$ cat config.mk
export PLATFORM = sky130hd
export DESIGN_NAME = digital_lock_gen_flat
export DESIGN_NICKNAME = d
export VERILOG_FILES = /design/src/rtl/digital_lock_gen_if.sv /design/src/rtl/digital_lock_gen.sv /design/src/flat_wrapper.sv
export SDC_FILE = /design/constraint.sdc
export NUM_CORES = 1
export LEC_CHECK = 0
export CAP_MARGIN = 10
export CELL_PAD_IN_SITES_DETAIL_PLACEMENT = 1
export CELL_PAD_IN_SITES_GLOBAL_PLACEMENT = 2
export CORE_MARGIN = 1
export CORE_UTILIZATION = 34
export CTS_CLUSTER_DIAMETER = 200
export DETAILED_ROUTE_END_ITERATION = 7
export PLACE_DENSITY_LB_ADDON = 0.12
export SYNTH_ARGS = -nofsm -noshare
export SYNTH_HDL_FRONTEND = slang
export SYNTH_SLANG_ARGS = --single-unit
$ cat constraint.sdc
create_clock -name clk -period 2.05 [get_ports clk]
set_input_delay 0.41 -clock clk [delete_from_list [all_inputs] [get_ports clk]]
set_output_delay 0.41 -clock clk [all_outputs]
set_load 0.01 [all_outputs]
$ cat src/rtl/digital_lock_gen_if.sv
// Key/command inputs and status outputs of the parametrised digital lock.
// Commands are single-cycle pulses with no back-pressure; status outputs are registered levels (fail_pulse is one cycle wide).
interface digital_lock_gen_if #(
    parameter int NUM_BTN  = 4,
    parameter int CODE_LEN = 4,
    parameter int MAX_FAIL = 3
);
    logic [NUM_BTN-1:0]              btn_pulse;
    logic                            lock_req;
    logic                            prog_req;
    logic                            unlocked;
    logic                            alarm;
    logic                            fail_pulse;
    logic [$clog2(CODE_LEN+1)-1:0]   digit_cnt;
    logic [$clog2(MAX_FAIL+1)-1:0]   fail_cnt;
    logic [2:0]                      rgb;
    logic [2:0]                      state_dbg;

    modport master (
        output btn_pulse, lock_req, prog_req,
        input  unlocked, alarm, fail_pulse, digit_cnt, fail_cnt, rgb, state_dbg
    );

    modport slave (
        input  btn_pulse, lock_req, prog_req,
        output unlocked, alarm, fail_pulse, digit_cnt, fail_cnt, rgb, state_dbg
    );
endinterface

$ cat src/rtl/digital_lock_gen.sv
// Parametrised digital lock: code entry with failure lockout, entry timeout,
// optional auto-relock and a programming mode that rewrites the code register.
module digital_lock_gen #(
    parameter int NUM_BTN        = 4,
    parameter int CODE_LEN       = 4,
    parameter logic [CODE_LEN*$clog2(NUM_BTN)-1:0] DEFAULT_CODE = 8'h21,
    parameter int MAX_FAIL       = 3,
    parameter int LOCKOUT_CYCLES = 1_250_000_000,
    parameter int ENTRY_TIMEOUT  = 625_000_000,
    parameter int RELOCK_CYCLES  = 0
) (
    input  logic                clk,
    input  logic                rst,
    digital_lock_gen_if.slave   bus
);
    localparam int KEY_W   = $clog2(NUM_BTN);
    localparam int DCW     = $clog2(CODE_LEN + 1);
    localparam int FCW     = $clog2(MAX_FAIL + 1);
    localparam int DIDX_W  = (CODE_LEN > 1) ? $clog2(CODE_LEN) : 1;
    localparam int TMR_A   = (LOCKOUT_CYCLES > ENTRY_TIMEOUT) ? LOCKOUT_CYCLES : ENTRY_TIMEOUT;
    localparam int TMR_MAX = (TMR_A > RELOCK_CYCLES) ? TMR_A : RELOCK_CYCLES;
    localparam int TMR_W   = $clog2(TMR_MAX + 1);
    localparam int RELOCK_LAST = (RELOCK_CYCLES > 0) ? RELOCK_CYCLES - 1 : 0;

    typedef enum logic [2:0] {
        S_IDLE    = 3'd0,
        S_ENTRY   = 3'd1,
        S_OPEN    = 3'd2,
        S_PROG    = 3'd3,
        S_LOCKOUT = 3'd4
    } state_t;

    state_t                          state;
    logic [CODE_LEN-1:0][KEY_W-1:0]  code;
    logic [CODE_LEN-1:0][KEY_W-1:0]  shadow;
    logic [CODE_LEN-1:0][KEY_W-1:0]  shadow_n;
    logic                            mm;
    logic [DCW-1:0]                  digit_cnt;
    logic [FCW-1:0]                  fail_cnt;
    logic [TMR_W-1:0]                timer;
    logic                            unlocked;
    logic                            alarm;
    logic                            fail_pulse;
    logic [2:0]                      rgb;

    logic                            key_any;
    logic                            key_one;
    logic [KEY_W-1:0]                key_idx;
    logic [DIDX_W-1:0]               dig_idx;
    logic                            digit_mm;
    logic                            seq_mm;
    logic                            last_digit;
    logic                            entry_tmo;

    // Key decode; a multi-key pulse still counts as a digit but can never match.
    always_comb begin
        key_any = |bus.btn_pulse;
        key_one = $onehot(bus.btn_pulse);
        key_idx = '0;
        for (int i = 0; i < NUM_BTN; i++) begin
            if (bus.btn_pulse[i]) key_idx = KEY_W'(i);
        end
        dig_idx    = DIDX_W'(digit_cnt);
        digit_mm   = !key_one || (key_idx != code[dig_idx]);
        seq_mm     = ((state == S_ENTRY) && mm) || digit_mm;
        last_digit = (digit_cnt == DCW'(CODE_LEN - 1));
        entry_tmo  = (timer == TMR_W'(ENTRY_TIMEOUT - 1));
        shadow_n          = shadow;
        shadow_n[dig_idx] = key_idx;
    end

    function automatic logic [2:0] rgb_of(input state_t s);
        case (s)
            S_ENTRY:   rgb_of = 3'b110;
            S_OPEN:    rgb_of = 3'b010;
            S_PROG:    rgb_of = 3'b001;
            S_LOCKOUT: rgb_of = 3'b100;
            default:   rgb_of = 3'b000;
        endcase
    endfunction

    // Every state entry restarts the shared timer and loads the registered outputs.
    task automatic go(input state_t s);
        state    <= s;
        timer    <= '0;
        unlocked <= (s == S_OPEN) || (s == S_PROG);
        alarm    <= (s == S_LOCKOUT);
        rgb      <= rgb_of(s);
    endtask

    always_ff @(posedge clk or posedge rst) begin
        if (rst) begin
            state      <= S_IDLE;
            code       <= DEFAULT_CODE;
            shadow     <= '0;
            mm         <= 1'b0;
            digit_cnt  <= '0;
            fail_cnt   <= '0;
            timer      <= '0;
            unlocked   <= 1'b0;
            alarm      <= 1'b0;
            fail_pulse <= 1'b0;
            rgb        <= 3'b000;
        end else begin
            fail_pulse <= 1'b0;
            if (timer != '1) timer <= timer + TMR_W'(1);
            case (state)
                S_IDLE, S_ENTRY: begin
                    if (key_any) begin
                        if (last_digit) begin
                            digit_cnt <= '0;
                            mm        <= 1'b0;
                            if (!seq_mm) begin
                                go(S_OPEN);
                                fail_cnt <= '0;
                            end else begin
                                fail_pulse <= 1'b1;
                                fail_cnt   <= fail_cnt + FCW'(1);
                                if (fail_cnt == FCW'(MAX_FAIL - 1)) go(S_LOCKOUT);
                                else go(S_IDLE);
                            end
                        end else begin
                            go(S_ENTRY);
                            digit_cnt <= digit_cnt + DCW'(1);
                            mm        <= seq_mm;
                        end
                    end else if (state == S_ENTRY && entry_tmo) begin
                        go(S_IDLE);
                        digit_cnt <= '0;
                        mm        <= 1'b0;
                    end
                end
                S_OPEN: begin
                    if (bus.lock_req) begin
                        go(S_IDLE);
                    end else if (bus.prog_req) begin
                        go(S_PROG);
                        digit_cnt <= '0;
                    end else if (RELOCK_CYCLES > 0 && timer == TMR_W'(RELOCK_LAST)) begin
                        go(S_IDLE);
                    end
                end
                S_PROG: begin
                    if (bus.lock_req) begin
                        go(S_IDLE);
                        digit_cnt <= '0;
                    end else if (key_one) begin
                        timer <= '0;
                        if (last_digit) begin
                            code      <= shadow_n;
                            digit_cnt <= '0;
                            go(S_OPEN);
                        end else begin
                            shadow    <= shadow_n;
                            digit_cnt <= digit_cnt + DCW'(1);
                        end
                    end else if (entry_tmo) begin
                        go(S_OPEN);
                        digit_cnt <= '0;
                    end
                end
                S_LOCKOUT: begin
                    if (timer == TMR_W'(LOCKOUT_CYCLES - 1)) begin
                        go(S_IDLE);
                        fail_cnt <= '0;
                    end
                end
                default: begin
                    go(S_IDLE);
                    digit_cnt <= '0;
                    mm        <= 1'b0;
                end
            endcase
        end
    end

    assign bus.unlocked   = unlocked;
    assign bus.alarm      = alarm;
    assign bus.fail_pulse = fail_pulse;
    assign bus.digit_cnt  = digit_cnt;
    assign bus.fail_cnt   = fail_cnt;
    assign bus.rgb        = rgb;
    assign bus.state_dbg  = state;
endmodule

$ cat src/flat_wrapper.sv
// flat-port wrapper written by rule: the top's interface ports become plain ports
module digital_lock_gen_flat 
#(
    parameter int NUM_BTN        = 4,
    parameter int CODE_LEN       = 4,
    parameter logic [CODE_LEN*$clog2(NUM_BTN)-1:0] DEFAULT_CODE = 8'h21,
    parameter int MAX_FAIL       = 3,
    parameter int LOCKOUT_CYCLES = 1_250_000_000,
    parameter int ENTRY_TIMEOUT  = 625_000_000,
    parameter int RELOCK_CYCLES  = 0
)
  (clk, rst, bus_btn_pulse, bus_lock_req, bus_prog_req, bus_unlocked, bus_alarm, bus_fail_pulse, bus_digit_cnt, bus_fail_cnt, bus_rgb, bus_state_dbg);
  digital_lock_gen_if #(.NUM_BTN(NUM_BTN), .CODE_LEN(CODE_LEN), .MAX_FAIL(MAX_FAIL)) bus_i ();
  input  logic clk;
  input  logic rst;
  input wire logic [$bits(bus_i.btn_pulse)-1:0] bus_btn_pulse;
  input wire logic [$bits(bus_i.lock_req)-1:0] bus_lock_req;
  input wire logic [$bits(bus_i.prog_req)-1:0] bus_prog_req;
  output wire logic [$bits(bus_i.unlocked)-1:0] bus_unlocked;
  output wire logic [$bits(bus_i.alarm)-1:0] bus_alarm;
  output wire logic [$bits(bus_i.fail_pulse)-1:0] bus_fail_pulse;
  output wire logic [$bits(bus_i.digit_cnt)-1:0] bus_digit_cnt;
  output wire logic [$bits(bus_i.fail_cnt)-1:0] bus_fail_cnt;
  output wire logic [$bits(bus_i.rgb)-1:0] bus_rgb;
  output wire logic [$bits(bus_i.state_dbg)-1:0] bus_state_dbg;
  assign bus_i.btn_pulse = bus_btn_pulse;
  assign bus_i.lock_req = bus_lock_req;
  assign bus_i.prog_req = bus_prog_req;
  assign bus_unlocked = bus_i.unlocked;
  assign bus_alarm = bus_i.alarm;
  assign bus_fail_pulse = bus_i.fail_pulse;
  assign bus_digit_cnt = bus_i.digit_cnt;
  assign bus_fail_cnt = bus_i.fail_cnt;
  assign bus_rgb = bus_i.rgb;
  assign bus_state_dbg = bus_i.state_dbg;
  digital_lock_gen #(.NUM_BTN(NUM_BTN), .CODE_LEN(CODE_LEN), .DEFAULT_CODE(DEFAULT_CODE), .MAX_FAIL(MAX_FAIL), .LOCKOUT_CYCLES(LOCKOUT_CYCLES), .ENTRY_TIMEOUT(ENTRY_TIMEOUT), .RELOCK_CYCLES(RELOCK_CYCLES)) u_core (.clk(clk), .rst(rst), .bus(bus_i));
endmodule
==> metrics.txt <==
Layout area overhead 50.89%; Final Util 0.5294; final worst slack -0.3568 ns; worst slew pin tran 0.7855 ns; Slew Viols, Final 0; Main synth FF type dfrtp_1; num rows 36; pwr dens 770.4 mW/mm²; post-detail-place hpwl 7026 µm; number of synthesized flops with an enable pin 0; initial cell density of the core 0.3509; Design Power 3987 µW; Unique masters post-synth 56; CP max FO 4; CTS tree done; dpl ws -1.314 ns; met1 usage in global routing 0.2721; Port Buffers 21; Mapped Nets 384; DR vias/cell 5.285; ys async rst share 1.000; failing checks setup timing; Diodes inserted 0; CP startpoint kind primary input; final wirelength 10390 µm; M3 GR Usage 0.03283; CTS sink cnt 60; initial antenna violation count 0; DRC violations left 0; total core area 0.009774 mm²; worst r2r src u_core.timer[26]; worst-case clock buffer depth 2; share of layout cells above drive strength 1 0.3878; unrepaired setup endpoints after global routing yes; part of the cycle the worst path needs 1.174; GP Congestion 0.7784; met2 usage in global routing 0.4108; TritonCTS Buffers 9; sequential share of the synthesized area 0.4385; status complete, but fails checks; Max Fclk 415.5 MHz; busiest grt layer met2; clk_skew 0.01689 ns; Critical Path AT 2.64 ns; Post-DRT Antenna Nets 0; Iter 0 DRT Violations 83; Final Hold Fails 0; Synth Instances 364; Netlist Area Pre-Place 0.003430 mm²; Period minus WS final 2.407 ns; Req. time, crit path 2.28 ns; IO Pins 22; Die Ht 102.4 µm; Layout fillers 1111; Worst setup EP type flop; H-tree levels 3; CP startpoint bus_btn_pulse[0]; die area 0.01049 mm²; # nets final 492; Max IR drop VDD 0.3081 mV; die width 102.4 µm; Yosys Warn Count 0; Hold Path Class in -> async; setup tns final -12.81 ns; vias in the first global route 3461; Leak 0.002114 µW; GRT Resource Usage Total 0.2249; #FFs+latches synth 60; first-pass GRT wire length 17840 µm; Syn Area/Cell 9.422 µm²; drt wl/cell 17.03 µm; vias 3224; worst skew pair latency 0.35 ns; Root Driver clkbuf_8; setup violators final 60; largest net degree at the start of global routing 61; max_cap viols 0; total iterations of the first detailed-routing run 4; hold buffers post-CTS 0; CTS clk-pin slew, worst paths 0.07 ns; worst rel slew slack 0.4744; grt total ovfl 0; Setup CP Type in -> reg
[placed cells by master, fill, tap and decap left out, types with 4 or more instances in the layout]
master	n
a21oi_1	7
dfrtp_1	58
o21ai_2	4
nor2b_1	6
nor4bb_1	4
a31oi_1	5
nor2_1	14
nand2b_1	5
or4_1	4
inv_1	13
or3_1	12
nand3_1	9
buf_6	13
buf_4	72
clkdlybuf4s50_1	17
o21ai_1	12
o31ai_1	4
mux2i_1	5
clkbuf_8	11
nand4_1	12
nor3_1	7
nor4_2	4
nor2_4	12
buf_12	5
o21ai_0	17
nand2_1	28
ha_1	8
xnor2_1	10
a21oi_2	15
a211oi_1	6
[what timing repair did]
| action | in CTS | in global routing |
|---|---|---|
| setup endpoints to repair | 60 | 60 |
| setup buffers | 9 | 2 |
| gates cloned | 5 | 0 |
| resized for setup | 83 | 33 |
| pin swaps | 19 | 14 |
[registers in the layout, summed over array words and instances (netlist names)]
name	cells
u_core.timer	31
u_core.code	8
u_core.shadow	6
u_core.bus.digit_cnt	3
u_core.bus.rgb	3
u_core.bus.state_dbg	3
u_core.bus.fail_cnt	2
u_core.bus.alarm	1
u_core.bus.fail_pulse	1
u_core.bus.unlocked	1
u_core.mm	1
[layout make-up]
type                            instances  area, µm²  area share
Clock buffer                           12      155.1     0.02998
Clock inverter                          4      72.57     0.01402
Inverter                               18      90.09     0.01741
Multi-Input combinational cell        273       2172      0.4197
Sequential cell                        60       1504      0.2906
Tap cell                              133      166.4     0.03216
Timing Repair Buffer                  110       1015      0.1961
[cell usage after synthesis, types with 2 or more instances]
master | count | share of area
dfrtp_1 | 58 | 0.42
a21o_1 | 3 | 0.0066
nand4_1 | 12 | 0.022
a31oi_1 | 6 | 0.011
buf_1 | 2 | 0.0022
nor3b_1 | 2 | 0.0044
and2_1 | 2 | 0.0036
o31ai_1 | 5 | 0.011
and4_1 | 3 | 0.0077
nand3_1 | 9 | 0.013
and3_1 | 2 | 0.0036
o21ai_0 | 28 | 0.041
xnor2_1 | 10 | 0.026
o21ai_1 | 5 | 0.0073
inv_1 | 18 | 0.020
a211oi_1 | 7 | 0.015
mux2i_1 | 6 | 0.018
nor4bb_1 | 4 | 0.012
nand4bb_1 | 2 | 0.0066
nor2b_1 | 7 | 0.013
or4_1 | 5 | 0.011
mux2_2 | 6 | 0.020
a21boi_0 | 2 | 0.0044
o21a_1 | 2 | 0.0044
a21oi_1 | 24 | 0.035
or3_1 | 14 | 0.026
a22o_1 | 3 | 0.0077
or3b_2 | 2 | 0.0051
nor2_1 | 27 | 0.030
clkbuf_1 | 8 | 0.0088
nor4_1 | 6 | 0.011
dfstp_2 | 2 | 0.015
nand2b_1 | 5 | 0.0091
nor3_1 | 8 | 0.012
nand2_1 | 28 | 0.031
ha_1 | 11 | 0.040
[where the power goes]
part	switching [µW]	internal (µW)	leakage, µW
Clock	510	750	0.000113
Sequential	107	1290	0.000802
Combinational	666	666	0.00120
[stage by stage]
| stage | instance area [µm²] | hold slack [ns] | std cells |
|---|---|---|---|
| floorplan | 3577 | 0.4438 | 364 |
| global placement | 4457 | 0.4627 | 581 |
| detailed placement | 4457 | 0.4684 | 581 |
| CTS | 5091 | 0.4487 | 611 |
| global route | 5175 | 0.4608 | 610 |
| finish | 5175 | 0.4402 | 610 |
[final timing paths]
| path | endpoint | slack (ns) | cells past startpoint |
|---|---|---|---|
| worst min register to register | u_core.code[5] | 0.48 | 2 |
| min in group clk | u_core.code[5] | 0.48 | 2 |
| max in group asynchronous | u_core.code[5] | 1.31 | 3 |
| worst min-delay path | u_core.shadow[3] | 0.44 | 3 |
| worst max-delay path | u_core.bus.unlocked | -0.36 | 9 |
| worst max register to register | u_core.timer[20] | -0.08 | 7 |
[cell families after synthesis]
family / share of synthesized area
fa+ha+maj: 0.04597
buf+inv: 0.03684
simple gates: 0.2422
compound gates: 0.1645
mux: 0.04378
flops: 0.4385
xor+xnor: 0.02809
[critical path: stages]
cell and delay (ns):
buf_6 0.10, inv_4 0.05, ha_4 0.20, ha_4 0.16
fa_1 0.49, or3b_4 0.42, or3_4 0.35, o211ai_4 0.14
mux2_4 0.33
[per-layer routing]
metal  part of all wire  up-vias
met5                  0        -
li1                   -     1555
met2               0.54       23
met1               0.43     1635
met3              0.014       11
met4              0.013        0
Note: power is estimated with default switching activity, not from simulation.
